--- config.mk ---
export PLATFORM = sky130hd
export DESIGN_NAME = secded_codec_pipe_flat
export DESIGN_NICKNAME = d
export VERILOG_FILES = /design/src/rtl/secded_pkg.sv /design/src/rtl/secded_codec_pipe_if.sv /design/src/rtl/secded_pipe_reg.sv /design/src/rtl/secded_codec_pipe.sv /design/src/flat_wrapper.sv
export SDC_FILE = /design/constraint.sdc
export NUM_CORES = 1
export LEC_CHECK = 0
export ABC_CLOCK_PERIOD_IN_PS = 4450
export BUFFER_PORTS_ARGS = -buffer_cell sky130_fd_sc_hd__buf_2
export CORE_MARGIN = 4
export CORE_UTILIZATION = 57
export DETAILED_ROUTE_END_ITERATION = 10
export PLACE_DENSITY = 0.85
export SYNTH_ARGS = -nofsm -noshare
export SYNTH_HDL_FRONTEND = slang
export SYNTH_SLANG_ARGS = --single-unit
--- constraint.sdc ---
create_clock -name clk -period 4.45 [get_ports clk]
set_clock_uncertainty 0.15 [all_clocks]
set_input_delay 0.445 -clock clk [delete_from_list [all_inputs] [get_ports clk]]
set_output_delay 0.445 -clock clk [all_outputs]
set_load 0.02 [all_outputs]
--- src/rtl/secded_pkg.sv ---
`default_nettype none
// ============================================================================
// secded_pkg
// Shared sizing, position mapping, encode/syndrome/extract functions and
// classification codes for the pipelined SECDED codec.
// Revision: 1.0 - initial release
// ============================================================================
package secded_pkg;

    // Widest supported configuration; functions work on these widths and
    // callers cast to their actual sizes.
    localparam int MAX_DW = 64;
    localparam int MAX_R  = 7;
    localparam int MAX_N  = MAX_DW + MAX_R;
    localparam int MAX_CW = MAX_N + 1;

    // Classification encodings: bit 0 = corrected, bit 1 = uncorrectable
    localparam logic [1:0] CLS_CLEAN         = 2'b00;
    localparam logic [1:0] CLS_CORRECTED     = 2'b01;
    localparam logic [1:0] CLS_UNCORRECTABLE = 2'b10;

    // Smallest r with 2^r >= dw + r + 1
    function automatic int calc_r(input int dw);
        int r;
        r = 1;
        for (int k = 0; k <= MAX_R; k++) begin
            if ((1 << r) < dw + r + 1) r = r + 1;
        end
        return r;
    endfunction

    function automatic bit is_pow2(input int p);
        return (p != 0) && ((p & (p - 1)) == 0);
    endfunction

    // Hamming position (1-based) that carries data bit idx
    function automatic int idx_to_pos(input int idx);
        int pos;
        int cnt;
        pos = 0;
        cnt = 0;
        for (int p = 1; p <= MAX_N; p++) begin
            if (!is_pow2(p)) begin
                if (cnt == idx) pos = p;
                cnt = cnt + 1;
            end
        end
        return pos;
    endfunction

    // Data bit index carried by Hamming position p (p must not be a power of 2)
    function automatic int pos_to_idx(input int p);
        int cnt;
        cnt = 0;
        for (int k = 1; k <= MAX_N; k++) begin
            if (k < p && !is_pow2(k)) cnt = cnt + 1;
        end
        return cnt;
    endfunction

    // Full SECDED codeword for the low dw bits of d
    function automatic logic [MAX_CW-1:0] encode(input logic [MAX_DW-1:0] d, input int dw);
        logic [MAX_CW-1:0] c;
        logic              par;
        int                r;
        int                n;
        c = '0;
        r = calc_r(dw);
        n = dw + r;
        for (int i = 0; i < MAX_DW; i++) begin
            if (i < dw) c[idx_to_pos(i)] = d[i];
        end
        // Parity slots are still zero here, so XOR over every position is safe
        for (int k = 0; k < MAX_R; k++) begin
            if (k < r) begin
                par = 1'b0;
                for (int p = 1; p <= MAX_N; p++) begin
                    if (p <= n && p[k]) par = par ^ c[p];
                end
                c[1 << k] = par;
            end
        end
        c[0] = ^c;
        return c;
    endfunction

    // XOR of the indices of all set Hamming positions 1..n
    function automatic logic [MAX_R-1:0] syndrome(input logic [MAX_CW-1:0] c, input int n);
        logic [MAX_R-1:0] s;
        s = '0;
        for (int p = 1; p < MAX_CW; p++) begin
            if (p <= n && c[p]) s = s ^ MAX_R'(p);
        end
        return s;
    endfunction

    // Gather data bits back out of their Hamming positions
    function automatic logic [MAX_DW-1:0] extract(input logic [MAX_CW-1:0] c, input int dw);
        logic [MAX_DW-1:0] d;
        d = '0;
        for (int i = 0; i < MAX_DW; i++) begin
            if (i < dw) d[i] = c[idx_to_pos(i)];
        end
        return d;
    endfunction

    // Map syndrome s and overall parity q onto a classification code
    function automatic logic [1:0] classify(input logic [MAX_R-1:0] s, input logic q, input int n);
        if (!q) begin
            return (s == '0) ? CLS_CLEAN : CLS_UNCORRECTABLE;
        end
        if (s == '0 || s <= MAX_R'(n)) return CLS_CORRECTED;
        return CLS_UNCORRECTABLE;
    endfunction

endpackage
`default_nettype wire

--- src/rtl/secded_codec_pipe_if.sv ---
`default_nettype none
// ============================================================================
// secded_codec_pipe_if
// Bundles the encode/decode handshakes, counter clear and statistics outputs.
// Revision: 1.0 - initial release
// ============================================================================
interface secded_codec_pipe_if
    import secded_pkg::*;
#(
    parameter int DATA_W = 4,
    parameter int CNT_W  = 16
);
    localparam int R  = calc_r(DATA_W);
    localparam int CW = DATA_W + R + 1;

    logic              enc_in_valid;
    logic              enc_in_ready;
    logic [DATA_W-1:0] enc_in_data;
    logic [CW-1:0]     enc_in_inject;
    logic              enc_out_valid;
    logic              enc_out_ready;
    logic [CW-1:0]     enc_out_code;

    logic              dec_in_valid;
    logic              dec_in_ready;
    logic [CW-1:0]     dec_in_code;
    logic              dec_out_valid;
    logic              dec_out_ready;
    logic [DATA_W-1:0] dec_out_data;
    logic [R-1:0]      dec_out_syndrome;
    logic              dec_out_corrected;
    logic              dec_out_uncorrectable;

    logic              cnt_clr;
    logic [CNT_W-1:0]  corr_cnt;
    logic [CNT_W-1:0]  uncorr_cnt;

    modport slave (
        input  enc_in_valid, enc_in_data, enc_in_inject, enc_out_ready,
        input  dec_in_valid, dec_in_code, dec_out_ready, cnt_clr,
        output enc_in_ready, enc_out_valid, enc_out_code,
        output dec_in_ready, dec_out_valid, dec_out_data, dec_out_syndrome,
        output dec_out_corrected, dec_out_uncorrectable, corr_cnt, uncorr_cnt
    );

    modport master (
        output enc_in_valid, enc_in_data, enc_in_inject, enc_out_ready,
        output dec_in_valid, dec_in_code, dec_out_ready, cnt_clr,
        input  enc_in_ready, enc_out_valid, enc_out_code,
        input  dec_in_ready, dec_out_valid, dec_out_data, dec_out_syndrome,
        input  dec_out_corrected, dec_out_uncorrectable, corr_cnt, uncorr_cnt
    );
endinterface
`default_nettype wire

--- src/rtl/secded_pipe_reg.sv ---
`default_nettype none
// ============================================================================
// secded_pipe_reg
// Single valid/ready register slice; ready passes through combinationally
// from downstream, valid never feeds ready.
// Revision: 1.0 - initial release
// ============================================================================
module secded_pipe_reg #(
    parameter int WIDTH = 8
) (
    input  logic             clk,
    input  logic             rst_n,
    input  logic             in_valid,
    output logic             in_ready,
    input  logic [WIDTH-1:0] in_data,
    output logic             out_valid,
    input  logic             out_ready,
    output logic [WIDTH-1:0] out_data
);
    logic             r_valid;
    logic [WIDTH-1:0] r_data;

    assign in_ready  = !r_valid | out_ready;
    assign out_valid = r_valid;
    assign out_data  = r_data;

    // Load a new word whenever the slot is empty or being drained; hold otherwise
    always_ff @(posedge clk or negedge rst_n) begin
        if (!rst_n) begin
            r_valid <= 1'b0;
            r_data  <= '0;
        end else if (in_ready) begin
            r_valid <= in_valid;
            if (in_valid) r_data <= in_data;
        end
    end
endmodule
`default_nettype wire

--- src/rtl/secded_codec_pipe.sv ---
`default_nettype none
// ============================================================================
// secded_codec_pipe
// Pipelined SECDED encoder (1 stage) and decoder (2 stages) with independent
// valid/ready channels and saturating correction statistics.
// Revision: 1.0 - initial release
// ============================================================================
module secded_codec_pipe
    import secded_pkg::*;
#(
    parameter int DATA_W = 4,
    parameter int CNT_W  = 16
) (
    input  logic               clk,
    input  logic               rst_n,
    secded_codec_pipe_if.slave bus
);
    localparam int R    = calc_r(DATA_W);
    localparam int N    = DATA_W + R;
    localparam int CW   = N + 1;
    localparam int S1_W = CW + R + 1;      // {code, syndrome, overall parity}
    localparam int S2_W = DATA_W + R + 2;  // {data, syndrome, corrected, uncorrectable}

    // ---------------- encode channel ----------------
    logic [CW-1:0] w_enc_code;

    assign w_enc_code = CW'(encode(MAX_DW'(bus.enc_in_data), DATA_W)) ^ bus.enc_in_inject;

    secded_pipe_reg #(.WIDTH(CW)) u_enc_reg (
        .clk       (clk),
        .rst_n     (rst_n),
        .in_valid  (bus.enc_in_valid),
        .in_ready  (bus.enc_in_ready),
        .in_data   (w_enc_code),
        .out_valid (bus.enc_out_valid),
        .out_ready (bus.enc_out_ready),
        .out_data  (bus.enc_out_code)
    );

    // ---------------- decode stage 1: syndrome ----------------
    logic [S1_W-1:0] w_s1_in;
    logic [S1_W-1:0] w_s1_out;
    logic            w_s1_valid;
    logic            w_s1_ready;

    assign w_s1_in = {bus.dec_in_code,
                      R'(syndrome(MAX_CW'(bus.dec_in_code), N)),
                      ^bus.dec_in_code};

    secded_pipe_reg #(.WIDTH(S1_W)) u_dec_s1_reg (
        .clk       (clk),
        .rst_n     (rst_n),
        .in_valid  (bus.dec_in_valid),
        .in_ready  (bus.dec_in_ready),
        .in_data   (w_s1_in),
        .out_valid (w_s1_valid),
        .out_ready (w_s1_ready),
        .out_data  (w_s1_out)
    );

    // ---------------- decode stage 2: correct and classify ----------------
    logic [CW-1:0]     w_s1_code;
    logic [R-1:0]      w_s1_syn;
    logic              w_s1_q;
    logic [1:0]        w_cls;
    logic [CW-1:0]     w_fix_code;
    logic [DATA_W-1:0] w_dec_data;
    logic [S2_W-1:0]   w_s2_in;
    logic [S2_W-1:0]   w_s2_out;

    assign w_s1_code = w_s1_out[S1_W-1 -: CW];
    assign w_s1_syn  = w_s1_out[R:1];
    assign w_s1_q    = w_s1_out[0];
    assign w_cls     = classify(MAX_R'(w_s1_syn), w_s1_q, N);

    // Flip the Hamming position named by the syndrome; a bit-0 error needs no data fix
    always_comb begin
        w_fix_code = w_s1_code;
        for (int p = 1; p < CW; p++) begin
            if (w_cls == CLS_CORRECTED && w_s1_syn == R'(p)) w_fix_code[p] = ~w_s1_code[p];
        end
    end

    assign w_dec_data = DATA_W'(extract(MAX_CW'(w_fix_code), DATA_W));
    assign w_s2_in    = {w_dec_data, w_s1_syn,
                         w_cls == CLS_CORRECTED, w_cls == CLS_UNCORRECTABLE};

    secded_pipe_reg #(.WIDTH(S2_W)) u_dec_s2_reg (
        .clk       (clk),
        .rst_n     (rst_n),
        .in_valid  (w_s1_valid),
        .in_ready  (w_s1_ready),
        .in_data   (w_s2_in),
        .out_valid (bus.dec_out_valid),
        .out_ready (bus.dec_out_ready),
        .out_data  (w_s2_out)
    );

    assign bus.dec_out_data          = w_s2_out[S2_W-1 -: DATA_W];
    assign bus.dec_out_syndrome      = w_s2_out[R+1:2];
    assign bus.dec_out_corrected     = w_s2_out[1];
    assign bus.dec_out_uncorrectable = w_s2_out[0];

    // ---------------- statistics ----------------
    logic             w_dec_xfer;
    logic [CNT_W-1:0] r_corr_cnt;
    logic [CNT_W-1:0] r_uncorr_cnt;

    assign w_dec_xfer     = bus.dec_out_valid & bus.dec_out_ready;
    assign bus.corr_cnt   = r_corr_cnt;
    assign bus.uncorr_cnt = r_uncorr_cnt;

    // Count accepted corrected words; clear wins, counter sticks at all-ones
    always_ff @(posedge clk or negedge rst_n) begin
        if (!rst_n) begin
            r_corr_cnt <= '0;
        end else if (bus.cnt_clr) begin
            r_corr_cnt <= '0;
        end else if (w_dec_xfer && bus.dec_out_corrected && r_corr_cnt != '1) begin
            r_corr_cnt <= r_corr_cnt + 1'b1;
        end
    end

    // Count accepted uncorrectable words; clear wins, counter sticks at all-ones
    always_ff @(posedge clk or negedge rst_n) begin
        if (!rst_n) begin
            r_uncorr_cnt <= '0;
        end else if (bus.cnt_clr) begin
            r_uncorr_cnt <= '0;
        end else if (w_dec_xfer && bus.dec_out_uncorrectable && r_uncorr_cnt != '1) begin
            r_uncorr_cnt <= r_uncorr_cnt + 1'b1;
        end
    end
endmodule
`default_nettype wire

--- src/flat_wrapper.sv ---
// flat-port wrapper written by rule: the top's interface ports become plain ports
module secded_codec_pipe_flat import secded_pkg::*;
#(
    parameter int DATA_W = 4,
    parameter int CNT_W  = 16
)
  (clk, rst_n, bus_enc_in_valid, bus_enc_in_data, bus_enc_in_inject, bus_enc_out_ready, bus_dec_in_valid, bus_dec_in_code, bus_dec_out_ready, bus_cnt_clr, bus_enc_in_ready, bus_enc_out_valid, bus_enc_out_code, bus_dec_in_ready, bus_dec_out_valid, bus_dec_out_data, bus_dec_out_syndrome, bus_dec_out_corrected, bus_dec_out_uncorrectable, bus_corr_cnt, bus_uncorr_cnt);
  secded_codec_pipe_if #(.DATA_W(DATA_W), .CNT_W(CNT_W)) bus_i ();
  input  logic clk;
  input  logic rst_n;
  input wire logic [$bits(bus_i.enc_in_valid)-1:0] bus_enc_in_valid;
  input wire logic [$bits(bus_i.enc_in_data)-1:0] bus_enc_in_data;
  input wire logic [$bits(bus_i.enc_in_inject)-1:0] bus_enc_in_inject;
  input wire logic [$bits(bus_i.enc_out_ready)-1:0] bus_enc_out_ready;
  input wire logic [$bits(bus_i.dec_in_valid)-1:0] bus_dec_in_valid;
  input wire logic [$bits(bus_i.dec_in_code)-1:0] bus_dec_in_code;
  input wire logic [$bits(bus_i.dec_out_ready)-1:0] bus_dec_out_ready;
  input wire logic [$bits(bus_i.cnt_clr)-1:0] bus_cnt_clr;
  output wire logic [$bits(bus_i.enc_in_ready)-1:0] bus_enc_in_ready;
  output wire logic [$bits(bus_i.enc_out_valid)-1:0] bus_enc_out_valid;
  output wire logic [$bits(bus_i.enc_out_code)-1:0] bus_enc_out_code;
  output wire logic [$bits(bus_i.dec_in_ready)-1:0] bus_dec_in_ready;
  output wire logic [$bits(bus_i.dec_out_valid)-1:0] bus_dec_out_valid;
  output wire logic [$bits(bus_i.dec_out_data)-1:0] bus_dec_out_data;
  output wire logic [$bits(bus_i.dec_out_syndrome)-1:0] bus_dec_out_syndrome;
  output wire logic [$bits(bus_i.dec_out_corrected)-1:0] bus_dec_out_corrected;
  output wire logic [$bits(bus_i.dec_out_uncorrectable)-1:0] bus_dec_out_uncorrectable;
  output wire logic [$bits(bus_i.corr_cnt)-1:0] bus_corr_cnt;
  output wire logic [$bits(bus_i.uncorr_cnt)-1:0] bus_uncorr_cnt;
  assign bus_i.enc_in_valid = bus_enc_in_valid;
  assign bus_i.enc_in_data = bus_enc_in_data;
  assign bus_i.enc_in_inject = bus_enc_in_inject;
  assign bus_i.enc_out_ready = bus_enc_out_ready;
  assign bus_i.dec_in_valid = bus_dec_in_valid;
  assign bus_i.dec_in_code = bus_dec_in_code;
  assign bus_i.dec_out_ready = bus_dec_out_ready;
  assign bus_i.cnt_clr = bus_cnt_clr;
  assign bus_enc_in_ready = bus_i.enc_in_ready;
  assign bus_enc_out_valid = bus_i.enc_out_valid;
  assign bus_enc_out_code = bus_i.enc_out_code;
  assign bus_dec_in_ready = bus_i.dec_in_ready;
  assign bus_dec_out_valid = bus_i.dec_out_valid;
  assign bus_dec_out_data = bus_i.dec_out_data;
  assign bus_dec_out_syndrome = bus_i.dec_out_syndrome;
  assign bus_dec_out_corrected = bus_i.dec_out_corrected;
  assign bus_dec_out_uncorrectable = bus_i.dec_out_uncorrectable;
  assign bus_corr_cnt = bus_i.corr_cnt;
  assign bus_uncorr_cnt = bus_i.uncorr_cnt;
  secded_codec_pipe #(.DATA_W(DATA_W), .CNT_W(CNT_W)) u_core (.clk(clk), .rst_n(rst_n), .bus(bus_i));
endmodule
==> flow_summary.yaml, run 1 <==
run_status:
  status: "finished clean"
sta:
  slew_viol_final: 0
  worst_pin_slew_ps: 744
  finalSetupTns_ps: 0
  min_period_ps: 2140
  hold_violations: 0
  setup_violations: 0
  rsz0062_at_grt: "false"
  fin_crit_sh_pct: 48.1
  max-slew-margin-rel_pct: 50.4
  fmax_ghz: 0.467
synth:
  syn_nets: 325
  synth_flop_cell: "dfrtp_1"
  yosysSeqAreaShare_pct: 49.7
  ys_async_sr_fraction_pct: 100
  synth.distinct_cells: 39
  netlist_instances: 296
  ys_ff_latch: 60
  ys.warnings.count: 0
  synthesis.area_um2: 3020
  synth.avg_cell_area_um2: 10.2
  synth_edf_count: 0
worst_setup_path:
  worstPathArrival_ps: 2190
  crit_chain: "ha_1 > nand4_1 > or3_1 > o21ai_1 > xor2_1 > nor2_1"
  slowest_stage: "or3_1"
  ff2ff_path_depth: 6
  crit_fanout: 8
  end_kind: "register"
  crit_type: "reg2reg"
  required_ps: 4500
  startpoint_type: "register"
  slowest_delay_ps: 540
die:
  fp.dieW_um: 80.8
  core-area_um2: 5140
  pin_count: 80
  initial_core_util_pct: 58.8
  dieArea_um2: 6530
  die_height_um: 80.8
  rows: 26
cts:
  path_clk_slew_ps: 70
  cts_resized: 0
  post_cts_buffers: 0
  cts_buffers: 9
  clk_latency_ps: 340
  ctsHoldBuffers: 0
  clock_path_buffers: 2
  clock_sinks: 60
  cts.htree.levels: 3
  clk_root_buffer_cell: "clkbuf_8"
  cts_tree: "built"
layout:
  num_antenna_cells: 0
  final_cell_mix: "79 x buf_2, 60 x dfrtp_1, 34 x nor2_1"
  fillers: 419
  syn2layout_area_growth_pct: 21.4
  fin_cells: 454
  drive_gt1_share_pct: 29.2
  fin_nets: 409
  final_common_cell: "buf_2"
grt:
  grt_max_degree: 61
  grtUsageTotal_pct: 20.9
  grt_pass1_vias: 2353
  grt_pass1_wl_um: 10500
  antenna_found_initial: 0
  overflow: 0
pwr:
  finalPower_mw: 1.43
  powerDensity_nw_per_um2: 389
  ir_drop_v: 0.000235
  p_leak_nw: 1.72
run:
  max-cap-violations: 0
detailed_routing:
  viasPerCell: 5.36
  routed_wl_um: 6310
  initialDrtViolationCount: 137
  wl_per_cell_um: 13.9
  ant_nets: 0
  dr.pass1.iters: 4
  num_vias: 2432
  drcViolationCount: 0
placement:
  place_hpwl_um: 4510
  place_inst: 439
  placement.io_buffers: 79
  gp_congestion: 0.798
min_path:
  min_path_type: "in2async"
==> metrics by stage <==
step	hold WS [ps]	cell area, um^2	setup WS, ps	util [%]
after global placement	307	3480	2410	67.7
after global routing	163	3670	2140	71.4
after detailed placement	319	3480	2350	67.7
after floorplan	-0.591	3020	2410	-
final	115	3670	2310	71.4
after CTS	135	3670	2310	71.4
==> area by class of cell <==
cell class / count / area, um^2 / share of cell area, %
Inverter: 2 / 7.51 / 0.205
Timing Repair Buffer: 80 / 403 / 11.0
Clock buffer: 10 / 138 / 3.75
Clock inverter: 5 / 52.6 / 1.43
Tap cell: 70 / 87.6 / 2.39
Sequential cell: 60 / 1500 / 40.9
Multi-Input combinational cell: 227 / 1480 / 40.3
==> routing by layer <==
layer  global-route usage, %  up-vias  part of all wire (%)
li1                        -     1193                     -
met1                    25.8     1135                    42
met2                    34.2       93                    48
met3                    6.54       11                   8.3
met4                    8.28        0                   1.4
met5                       0        -                     0
==> cells by family (layout without fill, tap and decap cells) <==
group / Yosys count / in the layout / synth area share, %
DFF: 60 / 60 / 49.7
muxes: 11 / 11 / 4.02
xor gates and xnor gates: 57 / 57 / 16.5
and+or+nand+nor: 119 / 119 / 19.7
adders and majority gates: 2 / 2 / 0.828
AOI/OAI and AO/OA: 38 / 38 / 7.95
buffers and inverters: 9 / 97 / 1.37
==> registers in the layout, indices dropped and copies added (netlist names) <==
| register | flops |
|---|---|
| u_core.bus.corr_cnt | 16 |
| u_core.u_dec_s1_reg.out_valid | 1 |
| u_core.bus.uncorr_cnt | 16 |
| u_core.u_dec_s1_reg.out_data | 8 |
| u_core.u_dec_s2_reg.out_data | 9 |
| u_core.u_dec_s2_reg.out_valid | 1 |
| u_core.u_enc_reg.out_valid | 1 |
| u_core.u_enc_reg.out_data | 8 |
==> synth_stat cells, types with 2 or more instances <==
master / instances / area share [%]
dfrtp_1: 60 / 50
nor2_1: 34 / 4.2
xor2_1: 32 / 9.3
nand2_1: 25 / 3.1
xnor2_1: 25 / 7.2
o21ai_0: 17 / 2.8
nor3_1: 12 / 2.0
nand3_1: 11 / 1.8
nand4_1: 10 / 2.1
mux2_2: 9 / 3.4
clkbuf_1: 6 / 0.74
o21ai_1: 6 / 0.99
nand2b_1: 5 / 1.0
and3_1: 4 / 0.83
nand4b_1: 3 / 0.87
nor4_1: 3 / 0.62
o211ai_1: 3 / 0.74
a21oi_1: 2 / 0.33
and4_1: 2 / 0.58
ha_1: 2 / 0.83
inv_1: 2 / 0.25
mux2i_1: 2 / 0.66
nand4_2: 2 / 0.83
o2111ai_1: 2 / 0.58
or2_2: 2 / 0.41
or3_1: 2 / 0.41
==> path summary, 6_finish.rpt <==
path                                                 start                               to  slack, ps
setup / recovery                    u_core.bus.corr_cnt[0]           u_core.bus.corr_cnt[6]       2310
hold / removal                                       rst_n           u_core.bus.corr_cnt[4]        110
setup reg to reg                    u_core.bus.corr_cnt[0]           u_core.bus.corr_cnt[6]       2310
hold reg to reg            u_core.u_dec_s2_reg.out_data[6]  u_core.u_dec_s2_reg.out_data[6]        330
max in group asynchronous                            rst_n         u_core.bus.uncorr_cnt[5]       3550
min in group clk                          bus_dec_in_valid    u_core.u_dec_s1_reg.out_valid        160
==> power breakdown <==
| part | switching [mW] | internal [mW] |
|---|---|---|
| Sequential | 0.0574 | 0.610 |
| Clock | 0.207 | 0.267 |
| Combinational | 0.172 | 0.115 |
==> critical path: cells and delay by family, from the launching register on <==
kind | cells | cell delay (ps)
AO/OA/AOI/OAI | 1 | 240
AND/OR/NAND/NOR | 3 | 810
adder cells (fa/ha/maj) | 1 | 230
XOR/XNOR | 1 | 170
flip-flops | 1 | 410
Note: power is estimated with default switching activity, not from simulation.
==> run 2: changes to the inputs <==
ABC_CLOCK_PERIOD_IN_PS = 2200   (was 4450)
CORE_UTILIZATION = 53   (was 57)
PLACE_DENSITY = 0.8   (was 0.85)
clock period = 2.2 ns   (was 4.45 ns; I/O delays follow)
==> flow_summary.yaml, run 2 (synthesized netlist as in run 1, its figures left out) <==
run_status:
  status: "finished clean"
cts:
  clock_sinks: 60
  post_cts_buffers: 0
  clock_path_buffers: 2
  clk_latency_ps: 330
  cts_buffers: 9
  cts_resized: 0
  cts.htree.levels: 3
  path_clk_slew_ps: 70
  cts_tree: "built"
  ctsHoldBuffers: 4
  clk_root_buffer_cell: "clkbuf_8"
grt:
  grtUsageMet2_pct: 32.0
  busiest_layer: "met2"
  grtUsageMet3_pct: 4.94
  grt_pass1_wl_um: 11000
  use_met1_pct: 23.9
  overflow: 0
  antenna_found_initial: 0
  grtUsageTotal_pct: 19.4
  grt_pass1_vias: 2480
  grt_max_degree: 38
worst_setup_path:
  required_ps: 2250
  worstPathArrival_ps: 2100
  crit_fanout: 8
  end_kind: "register"
  startpoint_type: "register"
  crit_type: "reg2reg"
pwr:
  sw_frac_of_total_pct: 30.2
  comb_power_share_pct: 20.1
  switching_power_uw: 887
  internal-power_mw: 2.06
  powerDensity_nw_per_um2: 786
  p_clk_share_pct: 34.1
  p_leak_nw: 1.75
  finalPower_mw: 2.94
  ir_drop_v: 0.000437
  power_frac_seq_pct: 45.9
sta:
  setup_violations: 0
  slew_viol_final: 0
  fmax_ghz: 0.487
  min_period_ps: 2050
  holdWs_ps: 13.0
  rsz0062_at_grt: "false"
  hold_violations: 0
  max-slew-margin-rel_pct: 61.9
  fin_crit_sh_pct: 93.3
  worst_pin_slew_ps: 572
  finalSetupTns_ps: 0
die:
  die_height_um: 83.5
  core-area_um2: 5510
  initial_core_util_pct: 54.9
  dieArea_um2: 6980
  rows: 27
  fp.dieW_um: 83.5
  pin_count: 80
layout:
  num_antenna_cells: 0
  fin_nets: 414
  final_common_cell: "buf_2"
  final_util_pct: 68.0
  final_cell_mix: "79 x buf_2, 60 x dfrtp_1, 34 x nor2_1"
  drive_gt1_share_pct: 29.0
  syn2layout_area_growth_pct: 23.9
detailed_routing:
  drcViolationCount: 0
  viasPerCell: 5.32
  num_vias: 2456
  dr.pass1.iters: 4
  wl_per_cell_um: 13.7
  initialDrtViolationCount: 85
  ant_nets: 0
  routed_wl_um: 6340
placement:
  place_hpwl_um: 4670
  gp_congestion: 0.849
  placement.io_buffers: 79
run:
  max-cap-violations: 0
min_path:
  min_path_type: "in2reg"
## run 2: changes by cell type in the layout (fill, tap and decap cells not counted), sizes merged
cell         delta
clkinv          -1
clkbuf          +2
buf             +1
dlygate4sd3     +4
## run 2: power groups by stage
stage	registers [mW]	logic, mW	clock network, mW
6_report	1.35	0.590	1.00
4_1_cts	1.35	0.603	1.02
3_3_place_gp	1.36	0.578	0
5_1_grt	1.37	0.652	1.08
2_1_floorplan	1.47	0.257	0
3_5_place_dp	1.37	0.597	0
## run 2: layout make-up
cell class,instances,area [um^2]
clock buffers,12,155
clock inverters,4,47.5
fillers,461,1760
inverters,2,7.51
multi-input cells,227,1480
flip-flops and latches,60,1500
well taps,72,90.1
repair buffers,85,463
## run 2: stage by stage
stage          area [um^2]  setup slack, ps  std cells
3_5_place_dp          3500              162        442
4_1_cts               3740              135        462
2_1_floorplan         3020              160        296
6_report              3740              148        462
5_1_grt               3740             24.3        462
3_3_place_gp          3500              248        442
## run 2: critical path: stages (launching register included)
cell,delay (ps)
dfrtp_1,420
ha_1,230
nand4_1,130
or3_1,500
o21ai_4,210
mux2i_1,220
nor2_1,60
## run 2: final timing paths
kind / startpoint / to / slack (ps) / cells after the start
hold / removal: bus_dec_in_code[6] / u_core.u_dec_s1_reg.out_data[10] / 10 / 2
setup / recovery: u_core.bus.corr_cnt[0] / u_core.bus.corr_cnt[1] / 150 / 6
hold reg to reg: u_core.u_dec_s2_reg.out_data[6] / u_core.u_dec_s2_reg.out_data[6] / 330 / 2
max in group asynchronous: rst_n / u_core.u_dec_s1_reg.out_valid / 1070 / 3
setup reg to reg: u_core.bus.corr_cnt[0] / u_core.bus.corr_cnt[1] / 150 / 6
min in group asynchronous: rst_n / u_core.bus.uncorr_cnt[14] / 250 / 2
## run 2: metal layers
layer | wire length (um) | part of all wire, % | up-vias
li1 | - | - | 1213
met2 | 3010 | 47 | 79
met4 | 107 | 1.7 | 0
met1 | 2790 | 44 | 1156
met5 | 0 | 0 | -
met3 | 427 | 6.7 | 8
